**src/rtl/vga_pixel_fetch.sv**
```systemverilog
// vga_pixel_fetch: walks the VGA frame in raster order, issues read addresses
// to the partitioned colour memories, absorbs the one-cycle read latency and
// streams the selected colour with its coordinates over a valid/ready port.
module vga_pixel_fetch #(
    parameter int NUM_PARTITIONS = 4,
    parameter int H_ACTIVE       = 640,
    parameter int V_ACTIVE       = 480,
    parameter int PARTITION_SIZE = 76800
) (
    input  logic                              clk,
    input  logic                              reset,
    input  logic                              start,
    output logic [$clog2(PARTITION_SIZE)-1:0] m10k_read_address,
    input  logic [8*NUM_PARTITIONS-1:0]       m10k_read_data,
    output logic                              pix_valid,
    input  logic                              pix_ready,
    output logic [7:0]                        pix_color,
    output logic [9:0]                        pix_x,
    output logic [8:0]                        pix_y,
    output logic                              pix_last,
    output logic                              busy,
    output logic                              frame_done
);

    localparam int AW = $clog2(PARTITION_SIZE);
    localparam int PW = (NUM_PARTITIONS > 1) ? $clog2(NUM_PARTITIONS) : 1;

    typedef enum logic [1:0] {
        IDLE   = 2'd0,
        STREAM = 2'd1,
        DRAIN  = 2'd2
    } state_t;

    typedef struct packed {
        logic [7:0] color;
        logic [9:0] x;
        logic [8:0] y;
        logic       last;
    } pixel_t;

    state_t state, state_next;

    // Issue counters: position of the next pixel to be read
    logic [9:0]    x_cnt;
    logic [8:0]    y_cnt;
    logic [PW-1:0] part_cnt;
    logic [AW-1:0] local_cnt;

    // One-stage tag register covering the memory read latency
    logic          inflight;
    logic [PW-1:0] inflight_part;
    logic [9:0]    inflight_x;
    logic [8:0]    inflight_y;
    logic          inflight_last;

    // Two-entry output buffer
    pixel_t     fifo_mem [2];
    logic       rd_ptr;
    logic       wr_ptr;
    logic [1:0] fifo_count;

    logic       issue;
    logic       issue_last;
    logic       pop;
    logic       frame_end;
    logic [2:0] occupancy;
    logic [7:0] sel_color;

    assign pop        = pix_valid && pix_ready;
    // Slots already spoken for once this cycle's pop is taken into account;
    // keeping this below 2 guarantees every in-flight read finds a free slot.
    assign occupancy  = 3'(fifo_count) + 3'(inflight) - 3'(pop);
    assign issue_last = (x_cnt == 10'(H_ACTIVE - 1)) && (y_cnt == 9'(V_ACTIVE - 1));

    // State register
    // NOTE: clocked state is updated with non-blocking assignments so every
    // register samples the pre-edge values regardless of block ordering.
    always_ff @(posedge clk) begin
        if (!reset) begin
            state <= IDLE;
        end else begin
            state <= state_next;
        end
    end

    // Next-state, issue decision and end-of-frame detection
    // NOTE: every signal written here gets a default first, so no path can
    // leave one unassigned and infer a latch.
    always_comb begin
        state_next = state;
        issue      = 1'b0;
        frame_end  = 1'b0;
        case (state)
            IDLE: begin
                if (start) begin
                    state_next = STREAM;
                end
            end
            STREAM: begin
                if (occupancy < 3'd2) begin
                    issue = 1'b1;
                    if (issue_last) begin
                        state_next = DRAIN;
                    end
                end
            end
            DRAIN: begin
                if (pop && pix_last) begin
                    state_next = IDLE;
                    frame_end  = 1'b1;
                end
            end
            default: state_next = IDLE;
        endcase
    end

    // Raster and partition counters; the final pixel does not advance them,
    // so the address keeps showing the last local word that was read
    always_ff @(posedge clk) begin
        if (!reset) begin
            x_cnt     <= '0;
            y_cnt     <= '0;
            part_cnt  <= '0;
            local_cnt <= '0;
        end else if (state == IDLE && start) begin
            x_cnt     <= '0;
            y_cnt     <= '0;
            part_cnt  <= '0;
            local_cnt <= '0;
        end else if (issue && !issue_last) begin
            if (x_cnt == 10'(H_ACTIVE - 1)) begin
                x_cnt <= '0;
                y_cnt <= y_cnt + 9'd1;
            end else begin
                x_cnt <= x_cnt + 10'd1;
            end
            if (part_cnt == PW'(NUM_PARTITIONS - 1)) begin
                part_cnt  <= '0;
                local_cnt <= local_cnt + AW'(1);
            end else begin
                part_cnt <= part_cnt + PW'(1);
            end
        end
    end

    assign m10k_read_address = local_cnt;

    // Tag the issued read so its data can be routed one cycle later
    always_ff @(posedge clk) begin
        if (!reset) begin
            inflight      <= 1'b0;
            inflight_part <= '0;
            inflight_x    <= '0;
            inflight_y    <= '0;
            inflight_last <= 1'b0;
        end else begin
            inflight <= issue;
            if (issue) begin
                inflight_part <= part_cnt;
                inflight_x    <= x_cnt;
                inflight_y    <= y_cnt;
                inflight_last <= issue_last;
            end
        end
    end

    // Pick the owning partition's byte out of the concatenated read data
    always_comb begin
        sel_color = 8'h00;
        for (int k = 0; k < NUM_PARTITIONS; k++) begin
            if (inflight_part == PW'(k)) begin
                sel_color = m10k_read_data[8*k +: 8];
            end
        end
    end

    // Output buffer: push returning reads, pop on handshake
    // NOTE: the two buffer entries are reset on purpose because they drive
    // the pixel outputs directly and those must read zero after reset.
    always_ff @(posedge clk) begin
        if (!reset) begin
            for (int i = 0; i < 2; i++) begin
                fifo_mem[i] <= '0;
            end
            rd_ptr     <= 1'b0;
            wr_ptr     <= 1'b0;
            fifo_count <= 2'd0;
        end else begin
            if (inflight) begin
                fifo_mem[wr_ptr] <= '{color: sel_color, x: inflight_x,
                                      y: inflight_y, last: inflight_last};
                wr_ptr <= ~wr_ptr;
            end
            if (pop) begin
                rd_ptr <= ~rd_ptr;
            end
            case ({inflight, pop})
                2'b10:   fifo_count <= fifo_count + 2'd1;
                2'b01:   fifo_count <= fifo_count - 2'd1;
                default: fifo_count <= fifo_count;
            endcase
        end
    end

    assign pix_valid = (fifo_count != 2'd0);
    assign pix_color = fifo_mem[rd_ptr].color;
    assign pix_x     = fifo_mem[rd_ptr].x;
    assign pix_y     = fifo_mem[rd_ptr].y;
    assign pix_last  = fifo_mem[rd_ptr].last;
    assign busy      = (state != IDLE);

    // Single-cycle pulse in the IDLE cycle following the last handshake
    always_ff @(posedge clk) begin
        if (!reset) begin
            frame_done <= 1'b0;
        end else begin
            frame_done <= frame_end;
        end
    end

endmodule
```
**config.mk**
```make
export PLATFORM = sky130hd
export DESIGN_NAME = vga_pixel_fetch
export DESIGN_NICKNAME = d
export VERILOG_FILES = /design/src/rtl/vga_pixel_fetch.sv
export SDC_FILE = /design/constraint.sdc
export NUM_CORES = 1
export LEC_CHECK = 0
export ABC_AREA = 1
export CAP_MARGIN = 20
export CORE_MARGIN = 2
export CORE_UTILIZATION = 51
export CTS_BUF_LIST = sky130_fd_sc_hd__clkbuf_8
export DETAILED_ROUTE_END_ITERATION = 16
export GPL_ROUTABILITY_DRIVEN = 0
export HOLD_SLACK_MARGIN = 0.15
export PLACE_DENSITY = 0.83
export SETUP_SLACK_MARGIN = 0.2
export SYNTH_ARGS = -nofsm -noshare
export SYNTH_HDL_FRONTEND = slang
export SYNTH_SLANG_ARGS = --single-unit
export TNS_END_PERCENT = 5
```
**constraint.sdc**
```tcl
create_clock -name clk -period 7 [get_ports clk]
set_clock_uncertainty 0.1 [all_clocks]
set_input_delay 1.05 -clock clk [delete_from_list [all_inputs] [get_ports clk]]
set_output_delay 1.05 -clock clk [all_outputs]
set_load 0.1 [all_outputs]
```
* After elaboration in Yosys (flattened, before gate mapping)
Memory sizes are Yosys's and may differ from the RTL's. A register that Yosys moved wholly into a read port is not among the register bits.
Index checks and enable logic that the tools add are counted.
** Storage, ports and cells
- Memories :: 1
- Bits in registers :: 68
- Memory bits (writable) :: 56
- Bits of input ports :: 36
- Output and inout port bits :: 48
** Memory list
- fifo_mem :: words 2, width 28, read ports 1, clocked after memory_dff 1, write ports 2, line 57 : pixel_t fifo_mem [2];
** Operators by class
- Magnitude comparators :: 1
- Eq/ne operators :: 14
- Muxes and demuxes :: 24
- Bitwise logic cells :: 3
- $add $sub $neg :: 8
- Reductions and logical operators :: 17
** Operator list (number)
- $mux W8 :: 4
- $mux W28 :: 1
- $reduce_or A28 Y1 :: 1
- $add A17 B1 Y17 const B :: 1
- $mux W1 :: 11
- $add A10 B1 Y10 const B :: 1
- $eq A10 B10 Y1 const B :: 1
- $eq A2 B2 Y1 const B :: 5
- $mux W10 :: 1
- $mux W2 :: 5
- $add A9 B1 Y9 const B :: 1
- $eq A9 B9 Y1 const B :: 1
- $ne A2 B2 Y1 const B :: 4
- $eq A2 B1 Y1 const B :: 3
- $pmux W2 S3 :: 1
- $reduce_and A2 Y1 :: 3
- $reduce_bool A2 Y1 :: 3
- $logic_and A1 B1 Y1 :: 5
- $add A2 B1 Y2 const B :: 2
- $logic_not A2 Y1 :: 2
- $pmux W2 S2 :: 1
- $reduce_and A4 Y1 :: 1
- $add A2 B1 Y3 :: 1
- $lt A3 B2 Y1 const B :: 1
- 5 further kinds :: 7

* Logic depth before layout (Yosys ltp)
- Word-level depth :: 8
- Depth in mapped cells :: 16
- Mapped depth without buffers :: 15

* Worst setup path before layout
No wires, ideal clock.
- Path kind :: register -> output
- From :: mem fifo_mem[0][0] (netlist bit)
- To :: out pix_last
- Data required time :: 5850 ps
- Stages on the path, launching flop included :: 3
- Path buffers :: 0
- Slack :: 3367 ps
- Arrival :: 2483 ps
- Cells stage by stage :: edfxtp_1 -> inv_1 -> o21ai_0
** RTL lines
- start: declaration :: line 57
- end: declaration :: line 20 : output logic pix_last,

* Worst setup path in the final report
- From :: in pix_ready
- To :: reg y_cnt[8]
** On the way
- Word-level cells in the longest chain between the ends :: 7
** RTL lines
- start: declaration :: line 16 : input logic pix_ready,
- $logic_and A1 B1 Y1 :: line 69 : assign pop = pix_valid && pix_ready;
- $sub A3 B1 Y3 :: line 72 : assign occupancy = 3'(fifo_count) + 3'(inflight) - 3'(pop);
- $lt A3 B2 Y1 :: line 100 : if (occupancy < 3'd2) begin
- $mux W1 :: line 100
- $mux W1 :: line 93 : case (state)
- $logic_and A1 B1 Y1 :: line 130 : end else if (issue && !issue_last) begin
- $reduce_and A2 Y1 (no source line)
- end signal: assignment :: line 133 : y_cnt <= y_cnt + 9'd1;
- end: declaration :: line 45 : logic [8:0] y_cnt;
No other way between the ends.
A chain may end at the register's enable or synchronous reset.

==> flow_metrics.py <==
metrics = {
    "run_status": {
        "run_status": "finished clean",
    },
    "flow_run": {
        "timing.max_cap.violations": 0,
    },
    "global_route": {
        "gr-usage-all-layers": 0.221,
        "global_route.overflow_total": 0,
        "grt_start_max_net_pins": 32,
        "grt_antenna_before_repair": 0,
        "grt_pass1_wl_um": 22300,
        "grt_pass1_vias": 4836,
    },
    "cells_and_area": {
        "final_cell_mix": "sky130_fd_sc_hd__nand2_1 (147), sky130_fd_sc_hd__nor2_1 (108), sky130_fd_sc_hd__clkdlybuf4s50_1 (83)",
        "syn2layout_area_growth_pct": 23.3,
        "drive_gt1_frac": 0.0992,
        "antenna-diode-count": 0,
        "num-nets-final": 824,
        "final_cell_area_sq_mm": 0.00729,
        "fill_cells": 929,
        "multi_input_area_sq_mm": 0.00244,
        "ff_latch_area_sq_mm": 0.00306,
        "finish.cell_count_without_fillers": 939,
        "layout.cells.most_common": "sky130_fd_sc_hd__nand2_1",
    },
    "cts": {
        "holdBufCountCts": 0,
        "clock_tree_from_tritoncts": "yes",
        "numCtsBuffers": 17,
        "clockRootBuffer": "sky130_fd_sc_hd__clkbuf_8",
        "clock-sinks": 125,
        "clk_transition_reported_paths_ns": 0.07,
        "worst_skew_pair.late_latency_ns": 0.44,
        "post_cts_setup_bufs": 0,
        "htree_num_levels": 4,
        "cts_repair_resize_count": 0,
        "cts_max_path_buffers": 2,
    },
    "setup_path": {
        "worstPathArrival_ns": 4.47,
        "setup.worst_path.class": "in2reg",
        "critPathMaxFanout": 29,
        "timing.reg2reg.worst_path_depth": 13,
        "worstSetupEndpointType": "flip-flop",
        "cp-startpoint": "pix_ready",
        "worstSetupStartpointType": "input port",
        "reg2reg_slack_ns": 3.36,
        "critPathCapture": "y_cnt[8]",
        "worstReg2RegEnd": "y_cnt[8]",
        "reg2reg_from": "fifo_count[0]",
        "critPathRequiredTime_ns": 7.22,
    },
    "synthesis": {
        "post_synth_instance_area_sq_mm": 0.00591,
        "postSynthAreaPerCell_sq_um": 8.42,
        "synthDistinctLibCells": 31,
        "ys_ff_latch": 125,
        "synth_warnings": 0,
        "syn_inst": 702,
        "yosysSeqAreaShare": 0.518,
        "synth.net_count": 743,
    },
    "sta": {
        "timing_hold_violations_final": 0,
        "timing.hold.ws_ns": 0.388,
        "timing.setup.tns_ns": 0,
        "worst_slew_pin_slew_ns": 1.01,
        "setup_viol": 0,
        "slew_viol_final": 0,
        "achievable-frequency_ghz": 0.235,
        "layout_min_cycle_time_ns": 4.25,
        "rsz0062_at_grt": "false",
        "period_share": 0.607,
        "max-slew-margin-rel": 0.327,
    },
    "floorplanning": {
        "die_width_um": 112,
        "io_pins": 84,
        "die-area_sq_mm": 0.0125,
        "die_y_um": 112,
        "row_count": 39,
        "initial_utilization": 0.520,
        "fp.coreArea_sq_mm": 0.0114,
    },
    "route": {
        "vias": 4995,
        "drc": 0,
        "drt_first_iter_violations": 378,
        "postRouteAntennaNets": 0,
        "vias_per_cell": 5.32,
        "detail_route.first_pass.iterations": 6,
        "detail_route.wl_per_cell_um": 14.3,
        "detail_route.wirelength_um": 13400,
    },
    "hold_path": {
        "hold_class": "reg2reg",
    },
    "placement": {
        "port_buffers": 83,
        "placed_cells": 904,
        "placement.cell_area_sq_mm": 0.00680,
        "detailed_place_hpwl_um": 9190,
    },
    "power_and_ir_drop": {
        "power_leakage_nw": 2.71,
        "power_density_mw_per_mm2": 247,
        "vdd_ir_drop_max_v": 0.000144,
    },
}
==> through the flow <==
step | util | setup WS, ns | total power [mW]
final | 0.641 | 2.75 | 1.80
after global routing | 0.641 | 2.50 | 1.86
after CTS | 0.635 | 2.78 | 1.80
after detailed placement | 0.598 | 2.34 | 1.14
after global placement | 0.598 | 2.50 | 1.13
after floorplan | - | 3.37 | 1.07
==> worst min-delay path by stage <==
stage	start	to	slack, ns	depth (start not counted)
2_1_floorplan	rd_ptr	flip-flop	0.33	1
3_3_place_gp	rd_ptr	rd_ptr	0.35	1
3_5_place_dp	rd_ptr	flip-flop	0.34	1
4_1_cts	rd_ptr	rd_ptr	0.37	1
5_1_grt	y_cnt[3]	y_cnt[3]	0.42	2
6_report	inflight_x[2]	inflight_x[2]	0.39	2
==> flip-flops by register name (all words and copies together) (netlist names), 2 cells and up, named ones only <==
| name | flops |
|---|---|
| x_cnt | 10 |
| m10k_read_address | 17 |
| inflight_x | 10 |
| fifo_mem | 56 |
| fifo_count | 2 |
| inflight_y | 9 |
| inflight_part | 2 |
| state | 2 |
| part_cnt | 2 |
| y_cnt | 9 |
==> cells in the mapped netlist, drive strengths merged <==
master / number / area, sq um
nor4: 1 / 6.26
a21oi: 57 / 285
nor3: 5 / 25.0
o21ai: 55 / 279
nand4: 10 / 62.6
dfxtp: 69 / 1380
or2: 1 / 6.26
ha: 4 / 50.1
xor2: 11 / 96.3
nand3b: 4 / 30.0
nand3: 32 / 188
fa: 1 / 20.0
clkbuf: 17 / 63.8
nand2: 150 / 571
buf: 9 / 72.6
edfxtp: 56 / 1680
nor2: 112 / 450
a211oi: 2 / 15.0
o21bai: 1 / 7.51
and2: 2 / 12.5
mux2: 27 / 304
inv: 72 / 270
xnor2: 4 / 35.0
==> per-layer routing <==
metal  track usage  up-vias  part of all wire
met3        0.0539       32             0.054
met4        0.0864        0             0.021
li1              -     2469                 -
met5             0        -                 0
met1         0.268     2319              0.41
met2         0.379      175              0.51
==> cell type report <==
class,count,share of cell area
Sequential cell,125,0.420
Multi-Input combinational cell,479,0.335
Timing Repair Buffer,88,0.126
Clock buffer,17,0.0321
Tap cell,143,0.0245
Clock inverter,15,0.0256
Inverter,72,0.0371
==> cell families (layout without fill, tap and decap cells) <==
kind of cell               count (synthesis)  in the layout  share of synthesized area
and+or+nand+nor                          317            317                      0.229
DFF                                      125            125                      0.518
AOI/OAI and AO/OA                        115            115                     0.0992
buffers and inverters                     98            192                     0.0688
muxes                                     27             27                     0.0514
xor gates and xnor gates                  15             15                     0.0222
adders and majority gates                  5              5                     0.0118
==> critical path, cell delays in order <==
cell	delay (ns)
sky130_fd_sc_hd__clkdlybuf4s50_1	0.48
sky130_fd_sc_hd__inv_1	0.08
sky130_fd_sc_hd__a21oi_1	0.36
sky130_fd_sc_hd__nand2_1	0.12
sky130_fd_sc_hd__o21ai_0	0.17
sky130_fd_sc_hd__inv_1	0.07
sky130_fd_sc_hd__fa_1	0.50
sky130_fd_sc_hd__nand3_2	0.12
sky130_fd_sc_hd__nor2_4	0.47
sky130_fd_sc_hd__inv_2	0.28
sky130_fd_sc_hd__nor2_4	0.41
sky130_fd_sc_hd__nand2_1	0.20
sky130_fd_sc_hd__nand2_1	0.10
sky130_fd_sc_hd__a21oi_1	0.06
==> where the power goes <==
group | internal [mW] | leakage [nW] | total [mW] | switching (mW)
Combinational | 0.0918 | 1.36 | 0.317 | 0.225
Clock | 0.358 | 0.211 | 0.668 | 0.309
Sequential | 0.796 | 1.14 | 0.817 | 0.0213
(Power assumes the default switching activity.)
